File: src/rtl/rx_nrzi_destuff_if.sv
// Line-side and counter-side signal bundle for the NRZI decode / bit de-stuff stage.
// The master side is whoever owns the line sampler and packet control; the slave
// side is the de-stuff block, which returns the accepted-bit stream.
interface rx_nrzi_destuff_if;
    // Line sampler and packet control
    logic       d_in;
    logic       bit_strobe;
    logic       enable;
    logic       clear;

    // Accepted-bit stream toward the bit/byte counter
    logic       shift_enable;
    logic       rcv_bit;
    logic [7:0] shift_data;
    logic       stuffed;
    logic       stuff_err;

    modport master (
        output d_in,
        output bit_strobe,
        output enable,
        output clear,
        input  shift_enable,
        input  rcv_bit,
        input  shift_data,
        input  stuffed,
        input  stuff_err
    );

    modport slave (
        input  d_in,
        input  bit_strobe,
        input  enable,
        input  clear,
        output shift_enable,
        output rcv_bit,
        output shift_data,
        output stuffed,
        output stuff_err
    );
endinterface

File: src/rtl/rx_nrzi_destuff.sv
// NRZI decoder and zero de-stuffer feeding the receive bit/byte counter.
// Every sampled line bit is NRZI-decoded; after STUFF_LEN consecutive decoded
// ones the next bit must be a stuffed zero, which is dropped without a
// shift_enable pulse so the downstream counter never advances on it. A decoded
// one in that slot is a stuff violation and parks the block in ERR until clear.
// Accepted bits enter shift_data at bit 7 (LSB-first assembly).
module rx_nrzi_destuff #(
    parameter logic IDLE_LEVEL = 1'b1,
    parameter int   STUFF_LEN  = 6
) (
    input  logic             clk,
    input  logic             rst,
    rx_nrzi_destuff_if.slave bus
);

    typedef enum logic [1:0] {
        IDLE = 2'd0,
        RUN  = 2'd1,
        ERR  = 2'd2
    } state_t;

    // Run length at which the next bit is the stuffed zero (legal 2..7, fits 3 bits)
    localparam logic [2:0] STUFF_MAX = 3'(STUFF_LEN);

    state_t     state;
    logic       prev_level;
    logic [2:0] ones;

    // Registered outputs; vld_p0 is the accepted-bit strobe toward the counter
    logic       vld_p0;
    logic       rcv_bit_p0;
    logic [7:0] shift_data_p0;
    logic       stuffed_p0;
    logic       stuff_err_p0;

    logic       dec_bit;
    logic       at_limit;

    // NRZI: no transition means 1, a transition means 0
    function automatic logic nrzi_decode(input logic level, input logic prev);
        return (level == prev);
    endfunction

    // Ones run length after an accepted bit; a zero restarts the run
    function automatic logic [2:0] ones_next(input logic bit_val, input logic [2:0] cnt);
        return bit_val ? (cnt + 3'd1) : 3'd0;
    endfunction

    // Decode the current line sample and flag a full run of ones
    always_comb begin
        dec_bit  = nrzi_decode(bus.d_in, prev_level);
        at_limit = (ones >= STUFF_MAX);
    end

    // Control FSM, decode history and registered outputs in one clocked process
    always_ff @(posedge clk) begin
        if (rst) begin
            state         <= IDLE;
            prev_level    <= IDLE_LEVEL;
            ones          <= 3'd0;
            vld_p0        <= 1'b0;
            rcv_bit_p0    <= 1'b0;
            shift_data_p0 <= 8'h00;
            stuffed_p0    <= 1'b0;
            stuff_err_p0  <= 1'b0;
        end else if (bus.clear) begin
            // Per-packet restart: a strobe in this cycle is discarded, rcv_bit holds
            state         <= IDLE;
            prev_level    <= IDLE_LEVEL;
            ones          <= 3'd0;
            vld_p0        <= 1'b0;
            shift_data_p0 <= 8'h00;
            stuffed_p0    <= 1'b0;
            stuff_err_p0  <= 1'b0;
        end else begin
            vld_p0     <= 1'b0;
            stuffed_p0 <= 1'b0;

            // Line history tracks every strobe regardless of state
            if (bus.bit_strobe) begin
                prev_level <= bus.d_in;
            end

            case (state)
                IDLE: begin
                    if (bus.enable) begin
                        state <= RUN;
                        ones  <= 3'd0;
                    end
                end

                RUN: begin
                    if (bus.bit_strobe) begin
                        if (!at_limit) begin
                            vld_p0        <= 1'b1;
                            rcv_bit_p0    <= dec_bit;
                            shift_data_p0 <= {dec_bit, shift_data_p0[7:1]};
                            ones          <= ones_next(dec_bit, ones);
                        end else if (!dec_bit) begin
                            // Expected stuffed zero: drop it silently
                            stuffed_p0 <= 1'b1;
                            ones       <= 3'd0;
                        end else begin
                            // One where a stuffed zero was required; ones holds
                            stuff_err_p0 <= 1'b1;
                        end
                    end

                    // The strobe of this cycle is processed first; a violation
                    // outranks enable dropping in the same cycle
                    if (bus.bit_strobe && at_limit && dec_bit) begin
                        state <= ERR;
                    end else if (!bus.enable) begin
                        state <= IDLE;
                    end
                end

                ERR: begin
                    // Only clear or rst leave ERR
                    state <= ERR;
                end

                default: begin
                    state <= IDLE;
                end
            endcase
        end
    end

    assign bus.shift_enable = vld_p0;
    assign bus.rcv_bit      = rcv_bit_p0;
    assign bus.shift_data   = shift_data_p0;
    assign bus.stuffed      = stuffed_p0;
    assign bus.stuff_err    = stuff_err_p0;

endmodule

File: src/flat_wrapper.sv
// flat-port wrapper written by rule: the top's interface ports become plain ports
module rx_nrzi_destuff_flat 
#(
    parameter logic IDLE_LEVEL = 1'b1,
    parameter int   STUFF_LEN  = 6
)
  (clk, rst, bus_d_in, bus_bit_strobe, bus_enable, bus_clear, bus_shift_enable, bus_rcv_bit, bus_shift_data, bus_stuffed, bus_stuff_err);
  rx_nrzi_destuff_if bus_i ();
  input  logic clk;
  input  logic rst;
  input wire logic [$bits(bus_i.d_in)-1:0] bus_d_in;
  input wire logic [$bits(bus_i.bit_strobe)-1:0] bus_bit_strobe;
  input wire logic [$bits(bus_i.enable)-1:0] bus_enable;
  input wire logic [$bits(bus_i.clear)-1:0] bus_clear;
  output wire logic [$bits(bus_i.shift_enable)-1:0] bus_shift_enable;
  output wire logic [$bits(bus_i.rcv_bit)-1:0] bus_rcv_bit;
  output wire logic [$bits(bus_i.shift_data)-1:0] bus_shift_data;
  output wire logic [$bits(bus_i.stuffed)-1:0] bus_stuffed;
  output wire logic [$bits(bus_i.stuff_err)-1:0] bus_stuff_err;
  assign bus_i.d_in = bus_d_in;
  assign bus_i.bit_strobe = bus_bit_strobe;
  assign bus_i.enable = bus_enable;
  assign bus_i.clear = bus_clear;
  assign bus_shift_enable = bus_i.shift_enable;
  assign bus_rcv_bit = bus_i.rcv_bit;
  assign bus_shift_data = bus_i.shift_data;
  assign bus_stuffed = bus_i.stuffed;
  assign bus_stuff_err = bus_i.stuff_err;
  rx_nrzi_destuff #(.IDLE_LEVEL(IDLE_LEVEL), .STUFF_LEN(STUFF_LEN)) u_core (.clk(clk), .rst(rst), .bus(bus_i));
endmodule
File: config.mk
export PLATFORM = sky130hd
export DESIGN_NAME = rx_nrzi_destuff_flat
export DESIGN_NICKNAME = d
export VERILOG_FILES = /design/src/rtl/rx_nrzi_destuff_if.sv /design/src/rtl/rx_nrzi_destuff.sv /design/src/flat_wrapper.sv
export SDC_FILE = /design/constraint.sdc
export NUM_CORES = 1
export LEC_CHECK = 0
export ABC_AREA = 1
export BUFFER_PORTS_ARGS = -buffer_cell sky130_fd_sc_hd__buf_2
export CAP_MARGIN = 40
export CELL_PAD_IN_SITES_DETAIL_PLACEMENT = 1
export CELL_PAD_IN_SITES_GLOBAL_PLACEMENT = 1
export CORE_ASPECT_RATIO = 0.8
export CORE_MARGIN = 8
export CORE_UTILIZATION = 38
export CTS_BUF_LIST = sky130_fd_sc_hd__clkbuf_8
export DETAILED_ROUTE_END_ITERATION = 6
export GPL_ROUTABILITY_DRIVEN = 0
export PLACE_DENSITY_LB_ADDON = 0.1
export SLEW_MARGIN = 20
export SYNTH_ARGS = -nofsm -noshare
export SYNTH_HDL_FRONTEND = slang
export SYNTH_SLANG_ARGS = --single-unit
File: constraint.sdc
create_clock -name clk -period 1.2 [get_ports clk]
set_input_delay 0.12 -clock clk [delete_from_list [all_inputs] [get_ports clk]]
set_output_delay 0.12 -clock clk [all_outputs]
set_load 0.05 [all_outputs]
==> results of run 1 <==
## registers in the layout, indices dropped and copies added (netlist names)
signal	cells
u_core.ones	3
u_core.bus.shift_data	8
u_core.bus.shift_enable	1
u_core.bus.rcv_bit	1
u_core.prev_level	1
u_core.bus.stuffed	1
u_core.bus.stuff_err	1
u_core.state	2
## power by group through the flow
stage / clock (W) / combinational, W / sequential, W
after floorplan: 0 / 0.0000692 / 0.000641
after global placement: 0 / 0.000115 / 0.000627
after detailed placement: 0 / 0.000118 / 0.000627
after CTS: 0.000443 / 0.000120 / 0.000614
after global routing: 0.000446 / 0.000137 / 0.000616
final: 0.000416 / 0.000124 / 0.000615
## area by class of cell
class,count,area [um2]
inverters,13,53.80
clock buffers,3,41.29
flip-flops and latches,18,364.1
repair buffers,22,122.6
fillers,249,934.6
well taps,24,30.03
multi-input cells,73,362.8
## synthesized netlist by cell type
library cell	n
a21oi_1	4
a21oi_4	1
bufbuf_8	1
dfxtp_1	18
ha_1	1
inv_1	11
inv_2	1
inv_4	1
nand2_1	19
nand2_2	3
nand2_4	1
nand3_1	9
nand4_1	1
nor2_1	21
nor2_2	2
nor2_4	1
nor3_1	1
o211ai_1	1
o21ai_1	7
## worst max-delay path by stage
stage	slack (ns)	startpoint	cells past startpoint	endpoint
3_5_place_dp	-0.004	u_core.ones[1]	8	u_core.bus.rcv_bit
3_3_place_gp	0.07	u_core.ones[1]	8	u_core.bus.rcv_bit
6_report	0.10	u_core.ones[1]	7	u_core.bus.shift_data[5]
5_1_grt	-0.006	u_core.ones[2]	7	u_core.ones[2]
2_1_floorplan	0.13	u_core.state[1]	8	u_core.bus.rcv_bit
4_1_cts	0.001	u_core.ones[1]	8	u_core.bus.rcv_bit
## through the flow
| step | hold WS [ns] | TNS, ns | utilization | area [um2] | instances |
|---|---|---|---|---|---|
| 2_1_floorplan | 0.1924 | 0 | - | 782.0 | 104 |
| 3_3_place_gp | 0.3179 | 0 | 0.4718 | 900.9 | 147 |
| 3_5_place_dp | 0.3206 | -0.004172 | 0.4718 | 900.9 | 147 |
| 4_1_cts | 0.04550 | 0 | 0.4974 | 949.7 | 151 |
| 5_1_grt | 0.06521 | -0.01601 | 0.5105 | 974.7 | 153 |
| 6_report | 0.05513 | 0 | 0.5105 | 974.7 | 153 |
## critical path, cell delays in order (launching register included)
cell and delay [ns]:
dfxtp_2 0.33, nand2_2 0.09, inv_1 0.07, nor2_4 0.12
buf_4 0.13, nand2_2 0.07, o21ai_1 0.13, nor2_1 0.06
## per-layer routing
metal | vias to the layer above | GRT usage | wire length, um
met5 | - | 0 | 0
met4 | 0 | 0.07295 | 44
met3 | 4 | 0.04752 | 126
met1 | 326 | 0.1178 | 855
li1 | 380 | - | -
met2 | 16 | 0.1499 | 819
## cells by family after synthesis
| logic type | Yosys count | share of synthesized area |
|---|---|---|
| buf+inv | 14 | 0.08960 |
| compound gates | 13 | 0.1008 |
| fa+ha+maj | 1 | 0.01600 |
| simple gates | 58 | 0.3328 |
| flops | 18 | 0.4608 |
## repair_timing
action,CTS,global route
resized for setup,0,6
setup buffers,1,1
setup endpoints to repair,1,7
hold buffers,0,0
pin swaps,1,1
cloned,0,1
==> flow_summary.toml, run 1 <==
[timing]
fmax_ghz = 0.9116
hold_violations = 0
fin_crit_ns = 1.097
worst_pin_slew_ns = 0.2534
setup_ws_ns = 0.1030
rsz0062_at_grt = "yes"
finalSetupViolCount = 0
report.final.slew_viol_count = 0
worst_clock_skew_ns = 0.002851
relSlewSlack = 0.8322
fin_crit_sh = 0.9142

[setup_path]
rrSetupSlack_ns = 0.10
worstReg2RegStart = "u_core.ones[1]"
crit_arrival_ns = 1.25
crit_required_ns = 1.35
crit_type = "flop to flop"
worstReg2RegEnd = "u_core.bus.shift_data[5]"
endpoint_kind = "flop"
r2r_cells = 7
path_max_fanout = 4
critPathLaunchType = "flop"

[yosys]
netlist_area_um2 = 782.0
synth.top_cells.by_area = "dfxtp_1 46%, nor2_1 10%, nand2_1 9.1%"
synth-seq-cells = 18
synthCells = 104
yosys.cell_types.count = 19
yosys_warnings = 0
yosys.area.top_type = "dfxtp_1"
yosysSeqAreaShare = 0.4608
synth_nets = 111
synth_top_area_share = 0.4608
syn_area_per_cell_um2 = 7.519

[drt]
wl_per_cell_um = 12.07
routed_wirelength_um = 1846
vias = 726
first_pass_iters = 4
drt.antenna.violating_nets = 0
drt_iter0_drc = 7
drcViolationCount = 0
viasPerCell = 4.745

[global_routing]
grt_max_degree = 13
grt_use_total = 0.1042
overflow = 0
grt_pass1_wl_um = 2987
grt_pass1_vias = 694
antenna_found_initial = 0

[die]
rows = 14
io-pin-count = 18
initial_core_util = 0.4096
fp.dieH_um = 56.58
die-area_um2 = 3775
coreArea_um2 = 1909
dieWidth_um = 66.72

[job]
maxCapViolations = 0

[pwr]
p_per_area_nw_per_um2 = 1185
p_sw_w = 0.0002811
ir_drop_uv = 851.6
power_frac_comb = 0.107
p_sw_frac = 0.2434
p_int_w = 0.0008739
p_leak_nw = 0.4639
clockPowerShare = 0.361
power_w = 0.001155
p_seq_frac = 0.532

[outcome]
status = "finished clean"

[final_layout]
antenna_cells_inserted = 0
drive_gt1_frac = 0.3178
nets = 138
final_cell_mix = "21 x nor2_1, 17 x nand2_1, 17 x buf_2"
area_growth_pct = 24.64
layout_commonest_cell = "nor2_1"

[clock_network]
clk_latency_ns = 0.25
ctsHtreeMaxLevel = 1
cts_root_buffer = "clkbuf_8"
clock_sinks = 18
cts_tree = "yes"
clk_path_buf_depth = 2
numCtsBuffers = 3
path_clk_slew_ns = 0.06

[placement]
hpwl_um = 1408
portBuffers = 17
pre_cts_slack_ns = -0.004172

[hold_path]
hp-class = "primary input to flop"
hp-start = "rst"
min_to = "u_core.bus.shift_enable"
hold_path_depth = 2
Power figures use the tool's default switching activity.
==> inputs of run 2 (changes only) <==
ABC_AREA = default   (was 1)
CORE_UTILIZATION = 39   (was 38)
==> flow_summary.toml, run 2 <==
[global_routing]
antenna_found_initial = 0
overflow = 0
grt_max_degree = 12
grt_use_total = 0.1221
grt_pass1_vias = 698
grt_pass1_wl_um = 3270

[die]
die-area_um2 = 3581
initial_core_util = 0.4061
rows = 14
io-pin-count = 18
fp.dieH_um = 55.15
coreArea_um2 = 1839
dieWidth_um = 64.93

[final_layout]
final_cell_mix = "18 x nand2_1, 17 x buf_2, 14 x dfxtp_1"
layout_commonest_cell = "nand2_1"
largest_reg_flops = 8
nets = 120
utilization = 0.5789
fill_cells = 230
area_growth_pct = 42.55
antenna_cells_inserted = 0
drive_gt1_frac = 0.4732

[outcome]
violations = "setup timing"
status = "finished, violations left"

[drt]
vias = 747
wl_per_cell_um = 17.71
drt_iter0_drc = 12
first_pass_iters = 4
routed_wirelength_um = 2408
viasPerCell = 5.493
drt.antenna.violating_nets = 0
drcViolationCount = 0

[timing]
report.final.slew_viol_count = 0
relSlewSlack = 0.7076
finalSetupViolCount = 8
worst_pin_slew_ns = 0.4370
setup_ws_ns = -0.04447
worst_clock_skew_ns = 0.002610
fin_crit_ns = 1.244
fmax_ghz = 0.8036
fin_tns_setup_ns = -0.2397
hold_violations = 0
rsz0062_at_grt = "yes"
fin_crit_sh = 1.037

[setup_path]
crit_required_ns = 1.40
critical-path-top-delay-family = "simple AND/OR/NAND/NOR gates"
path_buf_inv = 1
critPathLaunchType = "flop"
crit_chain = "and3b_2 -> and2_4 -> buf_12 -> nand2_1 -> a21oi_2"
endpoint_kind = "flop"
crit_type = "flop to flop"
crit_arrival_ns = 1.44
rrSetupSlack_ns = -0.04
path_max_fanout = 7
slowest_delay_ns = 0.36
cp_slowest_cell = "dfxtp_4"

[pwr]
p_per_area_nw_per_um2 = 1142
ir_drop_uv = 1015
power_w = 0.001216
p_leak_nw = 0.4446

[yosys]
synth_edf_count = 0
synthCells = 85
synthArstFlopShare = 0
synth.top_cells.by_count = "21 x nand2_1, 18 x dfxtp_1, 8 x a21oi_1"
synth_most_common_cell = "nand2_1"
yosysSeqAreaShare = 0.4824
syn_area_per_cell_um2 = 8.788
netlist_area_um2 = 747.0
synth.top_cells.by_area = "dfxtp_1 48%, nand2_1 11%, a21oi_1 5.4%"
synth_top_area_share = 0.4824
yosys_warnings = 0
synth-seq-cells = 18
yosys.area.top_type = "dfxtp_1"
yosys.cell_types.count = 30
ys.flop_type = "dfxtp_1"
synth_nets = 92

[clock_network]
clk_latency_ns = 0.26
clk_path_buf_depth = 2
ctsHtreeMaxLevel = 1
numCtsBuffers = 3
path_clk_slew_ns = 0.07
hold_buffers = 0
clock_sinks = 18
cts_root_buffer = "clkbuf_8"
cts_tree = "yes"

[hold_path]
hp-class = "primary input to flop"

[placement]
portBuffers = 17
hpwl_um = 1472
pre_cts_slack_ns = -0.01352

[job]
maxCapViolations = 0
-- run 2: final cells by class --
cell class / count / area (um2) / share of cell area
clock buffer: 4 / 55.05 / 0.05170
inverter: 1 / 3.754 / 0.003525
tap: 24 / 30.03 / 0.02820
timing repair buffer: 27 / 176.4 / 0.1657
multi-input combinational: 62 / 431.7 / 0.4054
sequential: 18 / 367.9 / 0.3455
-- run 2: kinds of logic after synthesis --
logic type,after synthesis,synth area share
multiplexers,2,0.02680
AND/OR/NAND/NOR,38,0.2396
adder cells (fa/ha/maj),1,0.01675
flip-flops,18,0.4824
buffers and inverters,5,0.04522
XOR/XNOR,2,0.02345
AO/OA/AOI/OAI,19,0.1658
-- run 2: per-stage QoR --
step / hold WS, ns / instance area (um2) / std cells
floorplan: 0.2245 / 747.0 / 85
detailed placement: 0.3610 / 899.6 / 131
global placement: 0.3566 / 899.6 / 131
CTS: 0.08874 / 967.2 / 135
finish: 0.1075 / 1065 / 136
global route: 0.1142 / 1065 / 136
-- run 2: final timing paths --
check	start	to	depth (start not counted)
max	u_core.state[1]	u_core.bus.shift_data[0]	5
min	rst	u_core.bus.rcv_bit	2
max reg2reg	u_core.state[1]	u_core.bus.shift_data[0]	5
min reg2reg	u_core.ones[0]	u_core.ones[0]	1
-- run 2: power breakdown --
group	switching, W	total, W	internal, W
clock network	0.000209	0.000501	0.000292
registers	0.00000497	0.000604	0.000599
logic	0.0000673	0.000111	0.0000441
-- run 2: timing repair --
item	in CTS	in global routing
buffers inserted	0	1
endpoints found under the setup margin	6	12
resized for setup	5	20
pin swaps	1	6
-- run 2: metal layers --
| metal | share of wire | vias to the layer above | GRT usage |
|---|---|---|---|
| met3 | 0.076 | 10 | 0.06439 |
| met2 | 0.44 | 27 | 0.1845 |
| li1 | - | 354 | - |
| met4 | 0.038 | 0 | 0.06498 |
| met1 | 0.44 | 356 | 0.1402 |
| met5 | 0 | - | 0 |
==> inputs of run 3 (changes only) <==
CORE_UTILIZATION = 36   (was 39)
CTS_CLUSTER_SIZE = 12   (was default)
clock period = 1 ns   (was 1.2 ns; I/O delays follow)
==> flow_summary.toml, run 3 (synthesized netlist as in run 2, its figures left out) <==
[pwr]
p_leak_nw = 0.4806
ir_drop_uv = 1116
power_w = 0.001392
p_per_area_nw_per_um2 = 1192

[global_routing]
grt_pass1_wl_um = 3615
grt_pass1_vias = 765
antenna_found_initial = 0
grt_max_degree = 10
grt_use_total = 0.1218
overflow = 0

[placement]
portBuffers = 17
hpwl_um = 1593

[final_layout]
nets = 131
regArea_um2 = 367.9
largest_reg_flops = 8
antenna_cells_inserted = 0
area_growth_pct = 56.28
fill_cells = 224
utilization = 0.6058
multi_input_area_um2 = 454.2
final_cell_mix = "20 x buf_4, 19 x nand2_1, 14 x dfxtp_1"
layout_commonest_cell = "buf_4"
drive_gt1_frac = 0.5328

[die]
initial_core_util = 0.3877
rows = 14
fp.dieH_um = 56.74
io-pin-count = 18
die-area_um2 = 3797
dieWidth_um = 66.93
coreArea_um2 = 1927

[setup_path]
critPathLaunchType = "flop"
cp_slowest_cell = "dfxtp_2"
rrSetupSlack_ns = -0.17
endpoint_kind = "flop"
worstReg2RegStart = "u_core.prev_level"
crit_chain = "xnor2_2 -> a311o_1 -> nand3_2 -> o31ai_4"
startpoint = "u_core.prev_level"
r2r_cells = 4
worstReg2RegEnd = "u_core.ones[0]"
path_buf_inv = 0
crit_arrival_ns = 1.34
crit_type = "flop to flop"
slowest_delay_ns = 0.35
crit_required_ns = 1.17
critical-path-top-delay-family = "compound AO/OA/AOI/OAI gates"
path_max_fanout = 4

[drt]
first_pass_iters = 4
drt.antenna.violating_nets = 0
vias = 750
drt_iter0_drc = 41
routed_wirelength_um = 2301
viasPerCell = 5.137
wl_per_cell_um = 15.76
drcViolationCount = 0

[clock_network]
ctsHtreeMaxLevel = 1
hold_buffers = 0
cts_tree = "yes"
path_clk_slew_ns = 0.07
clk_path_buf_depth = 2
cts_root_buffer = "clkbuf_8"
numCtsBuffers = 3
clock_sinks = 18
clk_latency_ns = 0.25

[timing]
worst_clock_skew_ns = 0.001719
relSlewSlack = 0.7964
hold_violations = 0
fin_crit_ns = 1.174
fmax_ghz = 0.8521
setup_ws_ns = -0.1735
rsz0062_at_grt = "yes"
fin_crit_sh = 1.174
worst_pin_slew_ns = 0.3038
finalSetupViolCount = 16
report.final.slew_viol_count = 0

[hold_path]
min_to = "u_core.state[0]"
hold_path_depth = 3
hp-class = "primary input to flop"
hp-start = "bus_enable"

[outcome]
violations = "setup timing"
status = "finished, violations left"

[job]
maxCapViolations = 0
==> run 3: worst max path at each step <==
stage / end / cells past startpoint
floorplan: u_core.ones[0] / 5
global placement: u_core.bus.shift_data[7] / 5
detailed placement: u_core.bus.rcv_bit / 3
CTS: u_core.ones[0] / 4
global route: u_core.ones[1] / 5
finish: u_core.ones[0] / 4
==> run 3: per-layer routing <==
metal	global-route usage	share of wire
met2	0.1907	0.48
met3	0.05941	0.073
met5	0	0
met4	0.01786	0.018
met1	0.1483	0.43
==> run 3: repair_timing <==
action | 4_1_cts | 5_1_grt
gates resized for setup | 6 | 23
pin swaps | 10 | 4
setup endpoints to repair | 16 | 24
buffers inserted | 1 | 0
==> run 3: worst register-to-register path, stage by stage, from the launching register on <==
cell and delay (ns):
dfxtp_2 0.35, xnor2_2 0.27, a311o_1 0.30, nand3_2 0.11, o31ai_4 0.07
==> run 3: cell type report <==
cell class	count	share of cell area
inverters	1	0.003215
repair buffers	38	0.2315
clock buffers	3	0.03537
well taps	24	0.02572
flip-flops and latches	18	0.3151
multi-input cells	62	0.3891
==> run 3: stage by stage <==
| step | setup TNS [ns] | setup slack [ns] | hold WS [ns] | area [um2] | std cells |
|---|---|---|---|---|---|
| floorplan | -0.8018 | -0.1089 | 0.2051 | 767.0 | 85 |
| global placement | -1.311 | -0.1453 | 0.3303 | 998.5 | 142 |
| detailed placement | -2.088 | -0.2497 | 0.3472 | 998.5 | 142 |
| CTS | -1.542 | -0.1468 | 0.07883 | 1070 | 146 |
| global route | -2.850 | -0.2571 | 0.1183 | 1167 | 146 |
| finish | -1.799 | -0.1735 | 0.09066 | 1167 | 146 |
==> run 3: power breakdown <==
part           leakage, nW  total, W  switching, W  internal (W)
sequential           0.147  0.000726    0.00000593      0.000720
clock               0.0216  0.000505      0.000238      0.000267
combinational        0.312  0.000161     0.0000852     0.0000757
total                0.481   0.00139      0.000329       0.00106
